## src/rtl/cpu_types_pkg.sv

```systemverilog
// Shared CPU memory-side types and default sizes for the RAM arbiter.
package cpu_types_pkg;

    localparam int unsigned MEMARB_ADDR_W      = 32;
    localparam int unsigned MEMARB_DATA_W      = 32;
    localparam int unsigned MEMARB_LAT_MAX     = 15;
    localparam int unsigned MEMARB_DSTREAK_MAX = 4;

    typedef logic [MEMARB_DATA_W-1:0] word_t;

    typedef enum logic [1:0] {
        FREE   = 2'd0,
        BUSY   = 2'd1,
        ACCESS = 2'd2,
        ERROR  = 2'd3
    } ramstate_t;

    typedef enum logic [1:0] {
        IDLE    = 2'd0,
        GRANT_D = 2'd1,
        GRANT_I = 2'd2
    } memarb_state_t;

endpackage

```

## src/rtl/memarb_timeout.sv

```systemverilog
// Grant wait counter: counts enabled cycles, saturates and flags expiry at LAT_MAX.
module memarb_timeout #(
    parameter int unsigned LAT_MAX = 15
) (
    input  logic i_clk,
    input  logic i_rst,
    input  logic i_clear,
    input  logic i_enable,
    output logic o_expired
);

    localparam int unsigned CNT_W = (LAT_MAX < 2) ? 1 : $clog2(LAT_MAX + 1);

    logic [CNT_W-1:0] r_count;

    always_ff @(posedge i_clk) begin
        if (i_rst || i_clear) begin
            r_count <= '0;
        end else if (i_enable && !o_expired) begin
            r_count <= r_count + CNT_W'(1);
        end
    end

    assign o_expired = (r_count == CNT_W'(LAT_MAX));

endmodule

```

## src/rtl/memory_arbiter.sv

```systemverilog
// Single-port RAM arbiter between instruction fetch and data access, data first.
// Define MEMARB_FAIR_EN to bound instruction starvation with a data-streak counter.
module memory_arbiter
    import cpu_types_pkg::*;
#(
    parameter int unsigned ADDR_W      = MEMARB_ADDR_W,
    parameter int unsigned DATA_W      = MEMARB_DATA_W,
    parameter int unsigned LAT_MAX     = MEMARB_LAT_MAX
`ifdef MEMARB_FAIR_EN
    ,
    parameter int unsigned DSTREAK_MAX = MEMARB_DSTREAK_MAX
`endif
) (
    input  logic              CLK,
    input  logic              RST,
    input  logic              iREN,
    input  logic [ADDR_W-1:0] iaddr,
    input  logic              dREN,
    input  logic              dWEN,
    input  logic [ADDR_W-1:0] daddr,
    input  logic [DATA_W-1:0] dstore,
    output logic              ihit,
    output logic [DATA_W-1:0] iload,
    output logic              dhit,
    output logic [DATA_W-1:0] dload,
    output logic              ramREN,
    output logic              ramWEN,
    output logic [ADDR_W-1:0] ramaddr,
    output logic [DATA_W-1:0] ramstore,
    input  logic [DATA_W-1:0] ramload,
    input  ramstate_t         ramstate,
    output logic              err
);

    memarb_state_t r_state;
    memarb_state_t w_next;
    logic          r_err;
    logic          w_err_set;
    logic          w_expired;
    logic          w_fair_i;

    memarb_timeout #(
        .LAT_MAX (LAT_MAX)
    ) u_timeout (
        .i_clk     (CLK),
        .i_rst     (RST),
        .i_clear   (r_state == IDLE),
        .i_enable  ((r_state != IDLE) && (ramstate != ACCESS)),
        .o_expired (w_expired)
    );

`ifdef MEMARB_FAIR_EN
    localparam int unsigned STREAK_W = (DSTREAK_MAX < 2) ? 1 : $clog2(DSTREAK_MAX + 1);

    logic [STREAK_W-1:0] r_streak;

    // Data grants taken while a fetch waits; forces a fetch grant once the limit is hit.
    always_ff @(posedge CLK) begin
        if (RST) begin
            r_streak <= '0;
        end else if (r_state == IDLE && w_next == GRANT_I) begin
            r_streak <= '0;
        end else if (r_state == IDLE && w_next == GRANT_D && iREN &&
                     r_streak != STREAK_W'(DSTREAK_MAX)) begin
            r_streak <= r_streak + STREAK_W'(1);
        end
    end

    assign w_fair_i = iREN && (r_streak == STREAK_W'(DSTREAK_MAX));
`else
    assign w_fair_i = 1'b0;
`endif

    always_ff @(posedge CLK) begin
        if (RST) begin
            r_state <= IDLE;
        end else begin
            r_state <= w_next;
        end
    end

    always_ff @(posedge CLK) begin
        if (RST) begin
            r_err <= 1'b0;
        end else if (w_err_set) begin
            r_err <= 1'b1;
        end
    end

    assign err = r_err;

    // Next state and Mealy RAM/hit outputs; everything held at zero while RST is high.
    always_comb begin
        w_next    = r_state;
        w_err_set = 1'b0;
        ihit      = 1'b0;
        iload     = '0;
        dhit      = 1'b0;
        dload     = '0;
        ramREN    = 1'b0;
        ramWEN    = 1'b0;
        ramaddr   = '0;
        ramstore  = '0;
        if (!RST) begin
            case (r_state)
                IDLE: begin
                    if (w_fair_i) begin
                        w_next = GRANT_I;
                    end else if (dREN || dWEN) begin
                        w_next = GRANT_D;
                    end else if (iREN) begin
                        w_next = GRANT_I;
                    end
                end
                GRANT_D: begin
                    ramaddr  = daddr;
                    ramstore = dstore;
                    ramREN   = dREN && !dWEN;
                    ramWEN   = dWEN;
                    if (dREN && dWEN) begin
                        w_err_set = 1'b1;
                    end
                    if (!(dREN || dWEN)) begin
                        w_next = IDLE;
                    end else if (ramstate == ACCESS) begin
                        dhit   = 1'b1;
                        dload  = ramload;
                        w_next = IDLE;
                    end else if (ramstate == ERROR || w_expired) begin
                        w_err_set = 1'b1;
                        w_next    = IDLE;
                    end
                end
                GRANT_I: begin
                    ramaddr = iaddr;
                    ramREN  = 1'b1;
                    if (!iREN) begin
                        w_next = IDLE;
                    end else if (ramstate == ACCESS) begin
                        ihit   = 1'b1;
                        iload  = ramload;
                        w_next = IDLE;
                    end else if (ramstate == ERROR || w_expired) begin
                        w_err_set = 1'b1;
                        w_next    = IDLE;
                    end
                end
                default: begin
                    w_next = IDLE;
                end
            endcase
        end
    end

endmodule

```

## config.mk

```make
export PLATFORM = sky130hd
export DESIGN_NAME = memory_arbiter
export DESIGN_NICKNAME = d
export VERILOG_FILES = /design/src/rtl/cpu_types_pkg.sv /design/src/rtl/memarb_timeout.sv /design/src/rtl/memory_arbiter.sv
export SDC_FILE = /design/constraint.sdc
export NUM_CORES = 1
export LEC_CHECK = 0
export BUFFER_PORTS_ARGS = -buffer_cell sky130_fd_sc_hd__buf_2
export CELL_PAD_IN_SITES_DETAIL_PLACEMENT = 2
export CELL_PAD_IN_SITES_GLOBAL_PLACEMENT = 2
export CORE_ASPECT_RATIO = 0.7
export CORE_MARGIN = 4
export CORE_UTILIZATION = 10
export CTS_CLUSTER_SIZE = 14
export DETAILED_ROUTE_END_ITERATION = 12
export GPL_TIMING_DRIVEN = 0
export PLACE_DENSITY = 0.85
export SETUP_SLACK_MARGIN = 0.02
export SYNTH_ARGS = -nofsm -noshare
export SYNTH_HDL_FRONTEND = slang
export SYNTH_SLANG_ARGS = --single-unit
```

## constraint.sdc

```tcl
create_clock -name CLK -period 1.4 [get_ports CLK]
set_input_delay 0.07 -clock CLK [delete_from_list [all_inputs] [get_ports CLK]]
set_output_delay 0.07 -clock CLK [all_outputs]
set_load 0.03 [all_outputs]
```

# Yosys cells after proc, flatten, opt, wreduce, memory -nomap -nowiden
# Cells that the tools add are included.
[op_classes]
n_eq_ne = 7
n_mux = 38
reduce_logical = 11
addsub = 1
[op_table]
columns = ["operator", "count"]
rows = [
  ["32-bit two-way mux", 10],
  ["32-bit case mux with 2 select lines", 1],
  ["1-bit two-way mux", 18],
  ["2-bit two-way mux", 6],
  ["2-bit == test (second input constant)", 3],
  ["2-bit case mux with 3 select lines", 1],
  ["4-bit by 1-bit adder with 4-bit output (second input constant)", 1],
  ["4-bit == test (second input constant)", 1],
  ["1-bit logical AND", 4],
  ["1-bit case mux with 2 select lines", 2],
  ["1-bit logical OR", 3],
  ["3-bit inequality test (second input constant)", 1],
  ["2-bit by 1-bit == test with 1-bit output (second input constant)", 1],
  ["1-bit zero test", 2],
  ["2-bit zero test", 1],
  ["2-bit inequality test (second input constant)", 1],
  ["2-bit nonzero test", 1],
]
[totals]
wordCells = 60
in_bits = 135
reg_bits = 7

# Logic depth before layout (Yosys ltp)
[logic_depth]
depth_word = 7
mapped_depth = 7
mapped_depth_nobuf = 5

# By module
# From an unflattened synthesis, not the netlist that was laid out.
[unflattened]
hier_cells = 241
hier_area_um2 = 1575.3
[modules_own_cells]
columns = ["mod", "cells_each", "n_inst", "area_each_um2"]
rows = [
  ["memory_arbiter", 219, 1, 1363.8],
  ["memarb_timeout", 22, 1, 211.5],
]

# Worst setup path before layout
# Ideal clock, no wire load.
[synth_timing]
kind = "reg2out"
from = "reg r_state[1]"
to = "out dload[22]"
required_time_ns = 1.330
t_arrival_ns = 1.594
path_slack_ns = -0.264
path_buffers = 2
stages_incl_launch_ff = 8
path_cell_list = "dfxtp_1 -> inv_1 -> ha_1 -> buf_4 -> nor2b_4 -> o211a_4 -> buf_2 -> and2_1"
[synth_via]
elab_chain_len = 3
[synth_lines]
columns = ["element", "line_no", "text"]
rows = [
  ["start: declaration", "memory_arbiter.sv:35", "memarb_state_t r_state;"],
  ["start signal: assignment", "memory_arbiter.sv:78", "r_state <= w_next;"],
  ["2-bit by 1-bit == test with 1-bit output", "memory_arbiter.sv:105", "case (r_state)"],
  ["32-bit two-way mux", "memory_arbiter.sv:105", ""],
  ["32-bit two-way mux", "memory_arbiter.sv:104", "if (!RST) begin"],
  ["end: declaration", "memory_arbiter.sv:25", "output logic [DATA_W-1:0] dload,"],
]
# Every way passes these cells.

# Final worst setup path
[layout_timing]
from = "reg r_state[1]"
to = "out iload[16]"
[layout_via]
elab_chain_len = 3
[layout_lines]
columns = ["element", "line_no", "text"]
rows = [
  ["2-bit == test", "memory_arbiter.sv:105", ""],
  ["32-bit two-way mux", "memory_arbiter.sv:105", ""],
  ["32-bit two-way mux", "memory_arbiter.sv:104", ""],
  ["end: declaration", "memory_arbiter.sv:23", "output logic [DATA_W-1:0] iload,"],
]
# Every way passes these cells.

==> results by group <==
Drt
  • Routed vias: 3097
  • Drt initial violations: 71
  • Pre-antenna DRT Iters: 4
  • DRC: 0
  • Vias per inst: 4.02
  • DRT Wirelength: 14.9 mm
  • Remaining antenna violation count: 0
  • DR WL/cell: 19.3 um

Final layout
  • Layout cells sized above 1: 0.938
  • Nets@finish: 692
  • Most frequent cells in the layout: 139 x buf_6, 135 x buf_2, 98 x and2_4
  • Synthesis-to-layout area growth: 250%
  • # diodes: 0
  • Cell area after layout: 0.00569 sq mm
  • Commonest non-fill, non-tap cell in the layout: buf_6
  • Core Util, Final: 0.361

Worst setup path
  • Reg2reg end: err
  • Flop2flop setup slack: -0.14 ns
  • CP peak stage delay: 0.37 ns
  • Worst path bufs/invs: 4
  • Crit path max-delay family: buffers and inverters
  • Crit path launch: r_state[1]
  • Instance count on the critical path: 8
  • R2R cell count: 8
  • Worst setup path endpoint: iload[16]
  • CP endpoint kind: output pin
  • Critical path required time: 1.33 ns
  • Crit-path max FO: 5
  • Most common cell type on the critical path: buf_6
  • CP max-delay cell: dfxtp_4
  • Crit start category: flop
  • WP data arrival: 1.82 ns
  • Kind of critical path: reg2out
  • R2R Path Start: r_state[1]
  • Cell breakdown of the critical path: buf_6, ha_4, and2_4, nor3b_4, buf_6, clkbuf_16, and2_4, buf_6

Synthesis
  • Distinct cell type count after synthesis: 37
  • Post-synth top flop: dfxtp_1
  • Synthesized flop and latch total: 7
  • Post-Syn Area: 0.00163 sq mm
  • EDFF count, synth: 0
  • Post-Syn Instances: 243
  • Synth Area per Inst: 6.69 sq um
  • Ys Warns: 0
  • Syn_nets: 383
  • Post-synth ARST share: 0
  • Sequential fraction of the synthesis area: 0.0862

Clocking
  • CTS Buffer Depth: 2
  • Worst-path clk slew: 0.04 ns
  • CTS root buffer: clkbuf_16
  • Later-pin clock latency in the skew report: 0.24 ns
  • Clock Sinks: 7
  • TritonCTS clock tree: yes
  • # H-tree levels: 1
  • CTS Buf Count: 3

Placed design
  • Area post-placement: 0.00372 sq mm
  • Gpl congestion: 0.726
  • Post-detail-place hpwl: 10.1 mm
  • Buffers on Ports: 266

Floorplanning
  • Total die area: 0.0184 sq mm
  • Starting Density: 0.103
  • Site row count: 38
  • CORE AREA: 0.0157 sq mm
  • Num ports: 268
  • Horiz. Die Dim: 160 um
  • Die Height: 115 um

GRT
  • Antenna violations before repair: 1
  • Overflow after GRT: 0
  • First-pass GRT wire length: 22.0 mm
  • Number of global-route vias before repair: 3775
  • Gr usage total: 0.150
  • Largest net degree at the start of global routing: 11

Power and ir drop
  • Total Power: 0.00217 W
  • Sw Pwr: 0.000861 W
  • Cell Int Power: 0.00131 W
  • Logic pwr share: 0.661
  • Clk pwr share: 0.240
  • Sw Share: 0.396
  • Pwr/cell area: 382 mW/mm^2
  • Worst IR Drop VDD: 0.314 mV
  • Sequential power share: 0.099
  • P_leak: 2.57 nW

STA
  • Post-layout min period: 1.89 ns
  • Worst rel slew slack: 0.777
  • Final hold slack: 0.214 ns
  • Final Hold Violating Endpoints: 0
  • Final Setup Violations: 134
  • Clock skew: 0.00318 ns
  • Fin worst setup slack: -0.487 ns
  • RSZ-0062 raised after global routing: true
  • Tcrit/Tclk final: 1.35
  • Max-slew violation count: 0
  • Max Freq: 530 MHz
  • Worst slew pin tran: 0.334 ns

Job
  • Max_cap viols: 0

Worst hold path
  • Hold Path Class: in2reg

Outcome
  • Failing checks: setup timing
  • Outcome: finished, violations left
==> final cells by class <==
| class | instances | area, sq um |
|---|---|---|
| Buffer | 20 | 354 |
| Tap cell | 220 | 275 |
| Sequential cell | 7 | 155 |
| Inverter | 4 | 22.5 |
| Clock buffer | 4 | 78.8 |
| Multi-Input combinational cell | 209 | 2120 |
| Fill cell | 1721 | 10100 |
| Timing Repair Buffer | 307 | 2680 |
==> timing repair <==
| item | 4_1_cts | 5_1_grt |
|---|---|---|
| hold buffers | 0 | 0 |
| resized for setup | 391 | 59 |
| setup buffers | 26 | 9 |
| cloned | 10 | 2 |
| endpoints found under the setup margin | 137 | 138 |
| pin swaps | 71 | 31 |
==> how the worst min path moves through the flow <==
stage	endpoint	slack, ns	startpoint	cells after the start
2_1_floorplan	r_state[0]	0.25	dREN	2
3_3_place_gp	r_state[0]	0.41	iREN	3
3_5_place_dp	r_state[0]	0.42	iREN	3
4_1_cts	r_state[0]	0.18	iREN	3
5_1_grt	r_state[0]	0.23	iREN	3
6_report	r_state[0]	0.21	iREN	3
==> registers in the layout, summed over array words and instances (netlist names) <==
name,count
r_state,2
err,1
u_timeout.r_count,4
==> metrics by stage <==
step | TNS (ns) | setup slack (ns) | cells
after floorplan | -2.18 | -0.0945 | 243
after global placement | -44.48 | -0.460 | 729
after detailed placement | -46.67 | -0.453 | 729
after CTS | -48.57 | -0.430 | 766
after global routing | -52.70 | -0.531 | 771
final | -46.07 | -0.487 | 771
==> power groups by stage <==
stage	logic (W)	registers (W)	clock network, W
after global placement	0.000887	0.000219	0
final	0.00143	0.000216	0.000521
after floorplan	0.000541	0.000219	0
after CTS	0.00134	0.000215	0.000504
after detailed placement	0.000909	0.000219	0
after global routing	0.00153	0.000217	0.000535
==> routing by layer <==
layer  GRT usage  share of wire
met4      0.0189         0.0067
met5           0        0.00087
met2       0.312           0.57
met1       0.159           0.36
met3      0.0306          0.059
==> worst min-delay path: stages <==
cell,delay [ns]
buf_2,0.12
nand3b_1,0.13
o211ai_1,0.09
==> cells in the mapped netlist (all sizes together), types with 2 or more instances <==
cell type	instances	area, sq um
and2	98	616
o21a	2	15.0
nand2b	2	12.5
o21ai	2	10.0
clkbuf	10	37.5
nor3	2	10.0
o31ai	2	15.0
nor2	36	135
nor2b	4	40.0
buf	13	88.8
o211ai	3	22.5
a22oi	32	240
dfxtp	7	140
inv	4	15.0
a21oi	3	15.0
nand3	2	10.0
ha	5	62.6
==> logic make-up after synthesis <==
| kind of cell | after synthesis | share of synthesized area |
|---|---|---|
| buffers and inverters | 27 | 0.0869 |
| flip-flops | 7 | 0.0862 |
| multiplexers | 1 | 0.00615 |
| AND/OR/NAND/NOR | 155 | 0.562 |
| AO/OA/AOI/OAI | 48 | 0.221 |
| adder cells (fa/ha/maj) | 5 | 0.0385 |
No activity file was read; power rests on OpenSTA's default activity.
